==> src/rtl/creator_rst_pkg.sv <==
// Shared types, default parameter values and a width helper for the reset sequencer.
package creator_rst_pkg;

    typedef enum logic [1:0] {
        S_WAIT   = 2'd0,
        S_STABLE = 2'd1,
        S_CORE   = 2'd2,
        S_RUN    = 2'd3
    } state_e;

    localparam int unsigned DEF_STABLE_CYCLES  = 1024;
    localparam int unsigned DEF_STAGGER_CYCLES = 16;
    localparam int unsigned DEF_CE_DIV         = 8;

    // Counter width able to hold 0..v-1, never narrower than one bit.
    function automatic int unsigned cnt_width(input int unsigned v);
        return (v <= 1) ? 1 : $clog2(v);
    endfunction

endpackage

==> src/rtl/creator_sync2.sv <==
// Two-flop synchronizer for a single asynchronous level, synchronously reset to 0.
module creator_sync2 (
    input  logic clk,
    input  logic rst,
    input  logic d,
    output logic q
);

    logic meta_q;
    logic sync_q;

    always_ff @(posedge clk) begin
        if (rst) begin
            meta_q <= 1'b0;
            sync_q <= 1'b0;
        end else begin
            meta_q <= d;
            sync_q <= meta_q;
        end
    end

    assign q = sync_q;

endmodule

==> src/rtl/creator_rst_seq.sv <==
// Lock-qualified staggered reset release plus post-release clock-enable strobe.
// Optional lock-loss counter enabled by defining CREATOR_RST_SEQ_LOSS_CNT_EN.
module creator_rst_seq
    import creator_rst_pkg::*;
#(
    parameter int unsigned STABLE_CYCLES  = DEF_STABLE_CYCLES,
    parameter int unsigned STAGGER_CYCLES = DEF_STAGGER_CYCLES,
    parameter int unsigned CE_DIV         = DEF_CE_DIV
) (
    input  logic       clk,
    input  logic       rst,
    input  logic       locked,
    output logic       core_rst,
    output logic       periph_rst,
    output logic       ce_out,
    output logic       ready
`ifdef CREATOR_RST_SEQ_LOSS_CNT_EN
    ,
    output logic [7:0] lock_loss_cnt
`endif
);

    if (STABLE_CYCLES < 1) begin : g_bad_stable
        $error("creator_rst_seq: STABLE_CYCLES must be >= 1");
    end
    if (STAGGER_CYCLES < 1) begin : g_bad_stagger
        $error("creator_rst_seq: STAGGER_CYCLES must be >= 1");
    end
    if (CE_DIV < 2) begin : g_bad_ce_div
        $error("creator_rst_seq: CE_DIV must be >= 2");
    end

    localparam int unsigned StableW  = cnt_width(STABLE_CYCLES);
    localparam int unsigned StaggerW = cnt_width(STAGGER_CYCLES);
    localparam int unsigned CntW     = (StableW > StaggerW) ? StableW : StaggerW;
    localparam int unsigned DivW     = cnt_width(CE_DIV);

    localparam logic [CntW-1:0] StableLast  = CntW'(STABLE_CYCLES - 1);
    localparam logic [CntW-1:0] StaggerLast = CntW'(STAGGER_CYCLES - 1);
    localparam logic [DivW-1:0] DivLast     = DivW'(CE_DIV - 1);

    logic locked_s;

    creator_sync2 u_lock_sync (
        .clk (clk),
        .rst (rst),
        .d   (locked),
        .q   (locked_s)
    );

    state_e          state_q, state_d;
    logic [CntW-1:0] cnt_q, cnt_d;
    logic [DivW-1:0] div_q, div_d;
    logic            core_rst_q, core_rst_d;
    logic            periph_rst_q, periph_rst_d;
    logic            ce_q, ce_d;
    logic            ready_q, ready_d;

    always_comb begin
        state_d = state_q;
        cnt_d   = cnt_q;
        div_d   = '0;

        unique case (state_q)
            S_WAIT: begin
                cnt_d = '0;
                if (locked_s) begin
                    state_d = S_STABLE;
                end
            end
            S_STABLE: begin
                // Lock loss outranks terminal count.
                if (!locked_s) begin
                    state_d = S_WAIT;
                    cnt_d   = '0;
                end else if (cnt_q == StableLast) begin
                    state_d = S_CORE;
                    cnt_d   = '0;
                end else begin
                    cnt_d = cnt_q + CntW'(1);
                end
            end
            S_CORE: begin
                if (!locked_s) begin
                    state_d = S_WAIT;
                    cnt_d   = '0;
                end else if (cnt_q == StaggerLast) begin
                    state_d = S_RUN;
                    cnt_d   = '0;
                end else begin
                    cnt_d = cnt_q + CntW'(1);
                end
            end
            S_RUN: begin
                cnt_d = '0;
                if (!locked_s) begin
                    state_d = S_WAIT;
                end else begin
                    div_d = (div_q == DivLast) ? '0 : div_q + DivW'(1);
                end
            end
            default: begin
                state_d = S_WAIT;
                cnt_d   = '0;
            end
        endcase

        core_rst_d   = (state_d == S_WAIT) || (state_d == S_STABLE);
        periph_rst_d = (state_d != S_RUN);
        ready_d      = (state_d == S_RUN);
        ce_d         = (state_d == S_RUN) && (state_q == S_RUN) && (div_q == DivLast);
    end

    always_ff @(posedge clk) begin
        if (rst) begin
            state_q      <= S_WAIT;
            cnt_q        <= '0;
            div_q        <= '0;
            core_rst_q   <= 1'b1;
            periph_rst_q <= 1'b1;
            ce_q         <= 1'b0;
            ready_q      <= 1'b0;
        end else begin
            state_q      <= state_d;
            cnt_q        <= cnt_d;
            div_q        <= div_d;
            core_rst_q   <= core_rst_d;
            periph_rst_q <= periph_rst_d;
            ce_q         <= ce_d;
            ready_q      <= ready_d;
        end
    end

    assign core_rst   = core_rst_q;
    assign periph_rst = periph_rst_q;
    assign ce_out     = ce_q;
    assign ready      = ready_q;

`ifdef CREATOR_RST_SEQ_LOSS_CNT_EN
    logic       loss_event;
    logic [7:0] loss_cnt_q;

    assign loss_event = (state_q != S_WAIT) && !locked_s;

    always_ff @(posedge clk) begin
        if (rst) begin
            loss_cnt_q <= '0;
        end else if (loss_event && (loss_cnt_q != 8'hFF)) begin
            loss_cnt_q <= loss_cnt_q + 8'd1;
        end
    end

    assign lock_loss_cnt = loss_cnt_q;
`endif

endmodule
==> config.mk <==
export PLATFORM = sky130hd
export DESIGN_NAME = creator_rst_seq
export DESIGN_NICKNAME = d
export VERILOG_FILES = /design/src/rtl/creator_rst_pkg.sv /design/src/rtl/creator_sync2.sv /design/src/rtl/creator_rst_seq.sv
export SDC_FILE = /design/constraint.sdc
export NUM_CORES = 1
export LEC_CHECK = 0
export CAP_MARGIN = 20
export CORE_MARGIN = 3
export CORE_UTILIZATION = 48
export CTS_CLUSTER_SIZE = 20
export DETAILED_ROUTE_END_ITERATION = 8
export PLACE_DENSITY = 0.78
export SLEW_MARGIN = 40
export SYNTH_ARGS = -nofsm -noshare
export SYNTH_HDL_FRONTEND = slang
export SYNTH_HIERARCHICAL = 1
export SYNTH_SLANG_ARGS = --single-unit
export TNS_END_PERCENT = 1
==> constraint.sdc <==
create_clock -name clk -period 1.52 [get_ports clk]
set_clock_uncertainty 0.2 [all_clocks]
set_input_delay 0.228 -clock clk [delete_from_list [all_inputs] [get_ports clk]]
set_output_delay 0.228 -clock clk [all_outputs]
set_load 0.02 [all_outputs]
### Word-level counts from Yosys, hierarchy flattened

Index checks and enable logic that the tools add are counted.

| storage, ports and cells | value |
|---|---|
| flip-flop bits (word level) | 21 |
| memories | 0 |
| ROM bits | 0 |
| bits in latches | 0 |
| input port bits | 3 |
| bits in writable memories | 0 |

| operators by class | value |
|---|---|
| bitwise gates (word level) | 2 |
| eq/ne operators | 9 |
| magnitude comparators | 0 |
| multiply operators | 0 |
| $add $sub $neg | 2 |
| reductions and logical operators | 7 |
| shift-type cells | 0 |
| divide/modulo/power cells | 0 |
| mux-type cells | 12 |

Operator list:

| kind | count |
|---|---|
| 10-bit 2-to-1 mux | 4 |
| 10-bit case mux with 3 select lines | 1 |
| 2-bit 2-to-1 mux | 6 |
| 10-bit by 1-bit adder with 10-bit output, second input constant | 1 |
| 10-bit == test, second input constant | 1 |
| 10-bit by 4-bit == test with 1-bit output, second input constant | 1 |
| 2-bit case mux with 4 select lines | 1 |
| 2-bit == test, second input constant | 3 |
| 2-bit by 1-bit == test with 1-bit output, second input constant | 2 |
| 2-bit logical NOT | 2 |
| 4-bit OR reduction | 1 |
| 3-bit by 1-bit adder with 3-bit output, second input constant | 1 |
| 3-bit == test, second input constant | 1 |
| 1-bit logical AND | 2 |
| 2-bit inequality test, second input constant | 1 |
| 1-bit inverter | 2 |
| 2-bit OR reduction | 1 |
| 1-bit logical OR | 1 |

### Logic depth before layout (Yosys ltp)

Gate-level depths: netlist of run 1.

| logic depth | value |
|---|---|
| depth after elaboration | 7 |
| depth in mapped cells | 6 |
| gate-level depth less buffers | 5 |

### By module

Netlist of run 1, hierarchy kept.

By module, submodules not included:

| module | cells an instance | times used | sequential area each (sq um) | area each (sq um) |
|---|---|---|---|---|
| creator_rst_seq | 74 | 1 | 380.4 | 769.5 |
| creator_sync2 | 4 | 1 | 40.0 | 52.6 |

### Worst setup path after synthesis of run 1

Ideal clock, no wire load.

| timing path | value |
|---|---|
| path type | reg2reg |
| start point | register cnt_q[0] |
| end point | register core_rst_q, in the netlist core_rst |
| path buffers | 1 |
| library setup time | 0.114 ns |
| data arrival time | 1.333 ns |
| cell stages (with the launch flop) | 7 |
| required time | 1.206 ns |
| setup slack | -0.127 ns |
| path through | dfxtp_1 -> ha_1 -> and3_1 -> buf_2 -> nand4_4 -> or2_4 -> a21o_1 |

| between the ends | value |
|---|---|
| longest elaborated chain between the ends | 6 |
| elaborated cells between the ends (all ways) | 10 |

Ends and longest elaborated chain:

| item | RTL line | RTL |
|---|---|---|
| start, declared | creator_rst_seq.sv:52 | `logic [CntW-1:0] cnt_q, cnt_d;` |
| start signal, assigned | creator_rst_seq.sv:125 | `cnt_q <= cnt_d;` |
| 10-bit by 4-bit == test with 1-bit output / 10-bit == test (equally long branches) | creator_rst_seq.sv:87, creator_rst_seq.sv:76 |  |
| 2-bit 2-to-1 mux, on equally long branches | creator_rst_seq.sv:87, creator_rst_seq.sv:76 |  |
| 2-bit 2-to-1 mux, on equally long branches | creator_rst_seq.sv:84, creator_rst_seq.sv:73 |  |
| 2-bit case mux with 4 select lines (*) | creator_rst_seq.sv:64 | `unique case (state_q)` |
| 2-bit by 1-bit == test with 1-bit output / 2-bit logical NOT (equally long branches) | creator_rst_seq.sv:108 | `core_rst_d = (state_d == S_WAIT) \|\| (state_d == S_STABLE);` |
| 1-bit logical OR (*) | creator_rst_seq.sv:108 |  |
| end signal, assigned | creator_rst_seq.sv:127 | `core_rst_q <= core_rst_d;` |
| end, declared | creator_rst_seq.sv:54 | `logic core_rst_q, core_rst_d;` |

Every way passes the cells marked *; elsewhere a longest branch is shown, timed or not.
A chain may end at the register's enable or synchronous reset.

### Worst setup path in the final report of run 1

| timing path | value |
|---|---|
| start point | register cnt_q[9] |
| end point | register cnt_q[1] |

| between the ends | value |
|---|---|
| longest elaborated chain between the ends | 4 |
| elaborated cells between the ends (all ways) | 7 |

Ends and longest elaborated chain:

| item | RTL line |
|---|---|
| 10-bit by 4-bit == test with 1-bit output / 10-bit == test (equally long branches) | creator_rst_seq.sv:87, creator_rst_seq.sv:76 |
| 10-bit 2-to-1 mux, on equally long branches | creator_rst_seq.sv:87, creator_rst_seq.sv:76 |
| 10-bit 2-to-1 mux, on equally long branches | creator_rst_seq.sv:84, creator_rst_seq.sv:73 |
| 10-bit case mux with 3 select lines (*) | creator_rst_seq.sv:64 |

Marks and branches as above.

==> impl_metrics.tcl, run 1 <==
set metrics [dict create \
    status "finished, violations left" \
    failed_checks "setup timing" \
    cp_data_arrival_time_ns 1.54 \
    critPathRequiredTime_ns 1.51 \
    postSynthCellCount 78 \
    rsz0062_at_grt "true" \
    fin_ws_ns -0.02356 \
    antenna_found_initial 0 \
    drt_first_pass_iters 4 \
    avgSynthCellArea_sq_um 10.54 \
    n_antenna_cell 0 \
    detail_route.drc_violations 0 \
    hold_violations 0 \
    path_buf_inv 0 \
    cts-htree-levels 1 \
    r2r.worst_path.cells 4 \
    numCtsBuffers 3 \
    power.total_uw 841.2 \
    grt_usage_pct 14.67 \
    gp_congestion 0.7479 \
    ys_warn_count 6 \
    setup_tns_ns -0.09117 \
    power_density_nw_per_um2 777.3 \
    yosysUniqueCellTypes 26 \
    grt_max_degree 13 \
    cts.sinks 21 \
    cp_slowest_cell "dfxtp_2" \
    synth.yosys.seq_area_share_pct 51.14 \
    crit_fanout 8 \
    hold_path.class "reg2reg" \
    maxSlewHeadroom_pct 78.88 \
    fmax_ghz 0.6479 \
    io_pins 7 \
    endpoint_kind "flop" \
    max_stage_delay_ns 0.36 \
    path_depth 4 \
    timing.final.crit_period_ns 1.544 \
    maxSlewViolCount 0 \
    period_share_pct 101.6 \
    critical_path_class "reg2reg" \
    grt_first_pass_wirelength_um 2214 \
    port_buffers 6 \
    cts_tree "yes" \
    synth_nets 84 \
    worstPathCellList "nor4_4 -> a31oi_4 -> a22oi_4 -> nor2b_1" \
    critPathLaunchType "flop" \
    wl_um 1502 \
    yosys-top-cells-area "dfxtp_1 51%, xor2_1 6.4%, nor2_1 5.5%" \
    cts_root_buffer "clkbuf_4" \
    fillCellCount 111 \
    drive_gt1_share_pct 34.65 \
    wl_per_cell_um 12.84 \
    grt_remaining_overflow 0 \
    syn_area_sq_um 822.0 \
    maxCapViolCount 0 \
    vias 598 \
    die_w_um 47.39 \
    ys_seq_elements 21 \
    ir_worst_vdd_mv 0.8330 \
    hpwl_um 959.3 \
    clk_pin_slew_ns 0.11 \
    grt_pass1_vias 552 \
    via_per_inst 5.111 \
    leakagePower_uw 0.0004665 \
    nNetsFinal 108 \
    synth_top_area_share_pct 51.14 \
    worstReg2RegStart "cnt_q[9]" \
    yosysTopAreaCell "dfxtp_1" \
    min_from "div_q[0]" \
    start_util_pct 52.73 \
    startpoint "cnt_q[9]" \
    layout-area-overhead-vs-synth_pct 31.66 \
    die_y_um 47.39 \
    tightest_slew_ns 0.3151 \
    drtIter0Drc 6 \
    setup_violations 7 \
    fp-row-count 14 \
    dieArea_sq_um 2245 \
    ant_nets 0 \
    crit_family "compound AO/OA/AOI/OAI gates" \
    cts_buffer_depth 2 \
    worstSkewPairLatency_ns 0.30 \
    coreArea_sq_um 1559 \
    preCtsSetupSlack_ns -0.2040 \
    min_path_cells 1 \
]
-- through the flow --
step / utilization (%) / hold WS, ns / instance area, sq um / cells
3_3_place_gp: 64.61 / 0.2199 / 1007 / 111
2_1_floorplan: - / 0.09961 / 848.3 / 78
3_5_place_dp: 64.61 / 0.2295 / 1007 / 111
6_report: 69.42 / 0.2447 / 1082 / 117
5_1_grt: 69.42 / 0.2639 / 1082 / 117
4_1_cts: 66.05 / 0.2463 / 1030 / 115
-- report_power, final --
| part | internal (uW) | switching [uW] |
|---|---|---|
| logic | 11.6 | 7.48 |
| clock network | 98.2 | 168 |
| registers | 553 | 2.31 |
| total | 663 | 178 |
-- cells by family (layout without fill, tap and decap cells) --
family                   Yosys count  count (layout)  share of synthesized area [%]
XOR/XNOR                           8               8                          8.524
flip-flops                        21              21                          51.14
AO/OA/AOI/OAI                      6               6                          7.153
AND/OR/NAND/NOR                   36              36                          26.64
buffers and inverters              4              27                          1.978
adder cells (fa/ha/maj)            3               3                          4.567
-- per-layer routing --
metal	GRT usage, %	part of all wire, %	vias up
met2	25.40	54	10
met1	15.51	41	275
met3	6.897	4.2	2
met4	4.972	0.80	0
li1	-	-	311
met5	0	0	-
-- state kept, by name, summed over array words and instances (netlist names) --
name,cells
u_lock_sync/q,1
core_rst,1
ce_out,1
cnt_q,10
u_lock_sync/meta_q,1
div_q,3
state_q,2
periph_rst,1
ready,1
-- cell usage after synthesis --
cell and count:
inv_1 3, a22oi_4 1, and3b_1 1, and3_1 2, nand2_1 3, a31oi_2 1, dfxtp_1 21, nor3_2 1
nand4_1 1, nor4_2 1, buf_2 1, ha_1 3, and4_1 1, nand2b_1 1, xor2_1 6, nand4_4 1
nor2b_1 3, nand3_1 3, a21o_1 2, xnor2_1 2, and2_1 2, a21oi_1 2, or2_4 1, nor3_1 2
nor2_1 12, and4_4 1
-- worst paths after layout --
kind | slack, ns | end
max | -0.02 | cnt_q[1]
min | 0.24 | div_q[0]
max reg2reg | -0.02 | cnt_q[1]
min reg2reg | 0.24 | div_q[0]
-- cell usage in the layout, fill, tap and decap left out --
cell type         n
a21o_1            2
and2_1            2
and3_1            1
nor2b_1           3
a21oi_1           1
nor3_4            1
nor3_2            1
and3b_1           1
a21oi_2           1
and4_1            1
clkbuf_4          3
ha_4              1
nand4_1           1
xor2_1            6
nor4_4            1
inv_1             3
a31oi_4           1
and4_4            1
nand2b_1          1
a22oi_4           1
nand3_1           3
dfxtp_1          15
dfxtp_2           6
buf_4            14
nand2_1           3
xnor2_1           2
dlygate4sd2_1     4
clkdlybuf4s50_1   2
ha_1              2
and3_4            1
nor3_1            1
clkinv_2          1
or2_4             1
nand4_4           1
nor2_1           12
-- area by class of cell --
class | instances | area, sq um | area share (%)
Timing Repair Buffer | 20 | 160.2 | 14.80
Multi-Input combinational cell | 53 | 435.4 | 40.23
Clock inverter | 1 | 5.005 | 0.4624
Sequential cell | 21 | 427.9 | 39.54
Tap cell | 16 | 20.02 | 1.850
Inverter | 3 | 11.26 | 1.040
Clock buffer | 3 | 22.52 | 2.081
-- repair_timing --
action,CTS,global route
pin swaps,3,9
endpoints found under the setup margin,14,10
buffers inserted,0,2
gates resized for setup,4,9
hold buffers,0,0
(Power assumes the default switching activity.)
==> inputs of run 2 (changes only) <==
CORE_MARGIN = 10   (was 3)
GPL_TIMING_DRIVEN = 0   (was not set)
==> run 2 against run 1 <==
The run still ends with setup timing left. Flip-flop and latch count unchanged. Highest routed layer unchanged. Final area shrank 6.0%. Largest power group unchanged. Sequential share of layout area up 3.0 points.
==> impl_metrics.tcl, run 2 (synthesized netlist as in run 1, its figures left out) <==
set metrics [dict create \
    n_antenna_cell 0 \
    hold_violations 0 \
    maxCapViolCount 0 \
    cts.sinks 21 \
    start_util_pct 52.73 \
    via_per_inst 5.215 \
    failed_checks "setup timing" \
    nNetsFinal 98 \
    grt_pass1_vias 550 \
    grt_remaining_overflow 0 \
    layout-area-overhead-vs-synth_pct 23.74 \
    fillCellCount 134 \
    cts_tree "yes" \
    critPathRequiredTime_ns 1.52 \
    drive_gt1_share_pct 29.67 \
    power_density_nw_per_um2 819.6 \
    final_util_pct 65.25 \
    worstPathCellList "ha_4 -> and3_4 -> a31oi_4 -> a22oi_4 -> nor2b_1" \
    grt_first_pass_wirelength_um 2277 \
    endpoint_kind "flop" \
    setup_tns_ns -0.4152 \
    period_share_pct 103.8 \
    rsz0062_at_grt "true" \
    leakagePower_uw 0.0004134 \
    status "finished, violations left" \
    layout_common_cells "15 x dfxtp_1, 10 x nor2_1, 6 x xor2_1" \
    drtIter0Drc 12 \
    wl_per_cell_um 11.63 \
    largest-register "cnt_q" \
    cp_data_arrival_time_ns 1.57 \
    coreArea_sq_um 1559 \
    numCtsBuffers 3 \
    multiInputGateArea_sq_um 440.4 \
    critPathLaunchType "flop" \
    maxSlewViolCount 0 \
    final_common_cell "dfxtp_1" \
    setup_violations 10 \
    crit_fanout 8 \
    wl_um 1244 \
    die_w_um 61.39 \
    timing.final.crit_period_ns 1.578 \
    hpwl_um 879.2 \
    maxSlewHeadroom_pct 80.28 \
    ff_latch_area_sq_um 432.9 \
    ant_nets 0 \
    drt_first_pass_iters 4 \
    largest_reg_flops 10 \
    reg_top3 "cnt_q (10), div_q (3), state_q (2)" \
    hold_path.class "reg2reg" \
    fmax_ghz 0.6336 \
    ir_worst_vdd_mv 0.8650 \
    critical_path_class "reg2reg" \
    cts_buffer_depth 2 \
    clk_pin_slew_ns 0.11 \
    dieArea_sq_um 3768 \
    worstSkewPairLatency_ns 0.30 \
    gp_congestion 0.8056 \
    cp_slowest_cell "dfxtp_4" \
    cts-htree-levels 1 \
    io_pins 7 \
    max_stage_delay_ns 0.38 \
    fp-row-count 14 \
    port_buffers 6 \
    grt_max_degree 13 \
    tightest_slew_ns 0.2958 \
    cts_hold_buf 0 \
    grt_usage_pct 8.079 \
    detail_route.drc_violations 0 \
    fin_ws_ns -0.05828 \
    cts_root_buffer "clkbuf_4" \
    vias 558 \
    antenna_found_initial 0 \
    die_y_um 61.39 \
]
==> run 2: metrics by stage <==
stage	total power [uW]	hold WS [ns]	worst slack, ns	instances	cell area (sq um)
CTS	839.7	0.2540	-0.1195	104	962.2
detailed placement	580.2	0.2342	-0.3137	100	928.4
global placement	579.7	0.2166	-0.2815	100	928.4
global route	869.6	0.2732	-0.1589	107	1017
finish	833.7	0.2555	-0.05828	107	1017
floorplan	573.1	0.09961	-0.05073	78	848.3
==> run 2: final cells by class <==
| cell class | count | share of cell area, % |
|---|---|---|
| repair buffers | 10 | 8.364 |
| well taps | 16 | 1.968 |
| inverters | 3 | 1.107 |
| flip-flops and latches | 21 | 42.56 |
| clock buffers | 3 | 2.214 |
| clock inverters | 1 | 0.4920 |
| multi-input cells | 53 | 43.30 |
==> run 2: what timing repair did <==
item	4_1_cts	5_1_grt
pin swaps	2	6
endpoints found under the setup margin	18	14
setup buffers	0	4
gates resized for setup	6	11
==> run 2: path summary, 6_finish.rpt <==
check                           startpoint        to  slack [ns]  cells past startpoint
worst max-delay path              cnt_q[0]  cnt_q[1]       -0.06                      5
worst min-delay path              div_q[0]  div_q[0]        0.26                      1
worst max register to register    cnt_q[0]  cnt_q[1]       -0.06                      5
worst min register to register    div_q[0]  div_q[0]        0.26                      1
==> run 2: critical path, delay by kind of cell, from the launching register on <==
kind / cells / cell delay (ns)
flip-flops: 1 / 0.38
AO/OA/AOI/OAI: 2 / 0.45
AND/OR/NAND/NOR: 2 / 0.31
adder cells (fa/ha/maj): 1 / 0.13
==> run 2: report_power, final <==
group	switching, uW	leakage, uW	internal, uW	total, uW
clock network	169	0.0000177	98.3	267
registers	1.88	0.000173	550	552
logic	5.80	0.000222	9.14	14.9
==> run 2: metal layers <==
metal / vias to the layer above / GRT usage, % / part of all wire [%]
met3: 4 / 3.704 / 7.0
met4: 0 / 3.822 / 1.7
li1: 291 / - / -
met2: 8 / 13.17 / 50
met5: - / 0 / 0
met1: 255 / 8.778 / 41
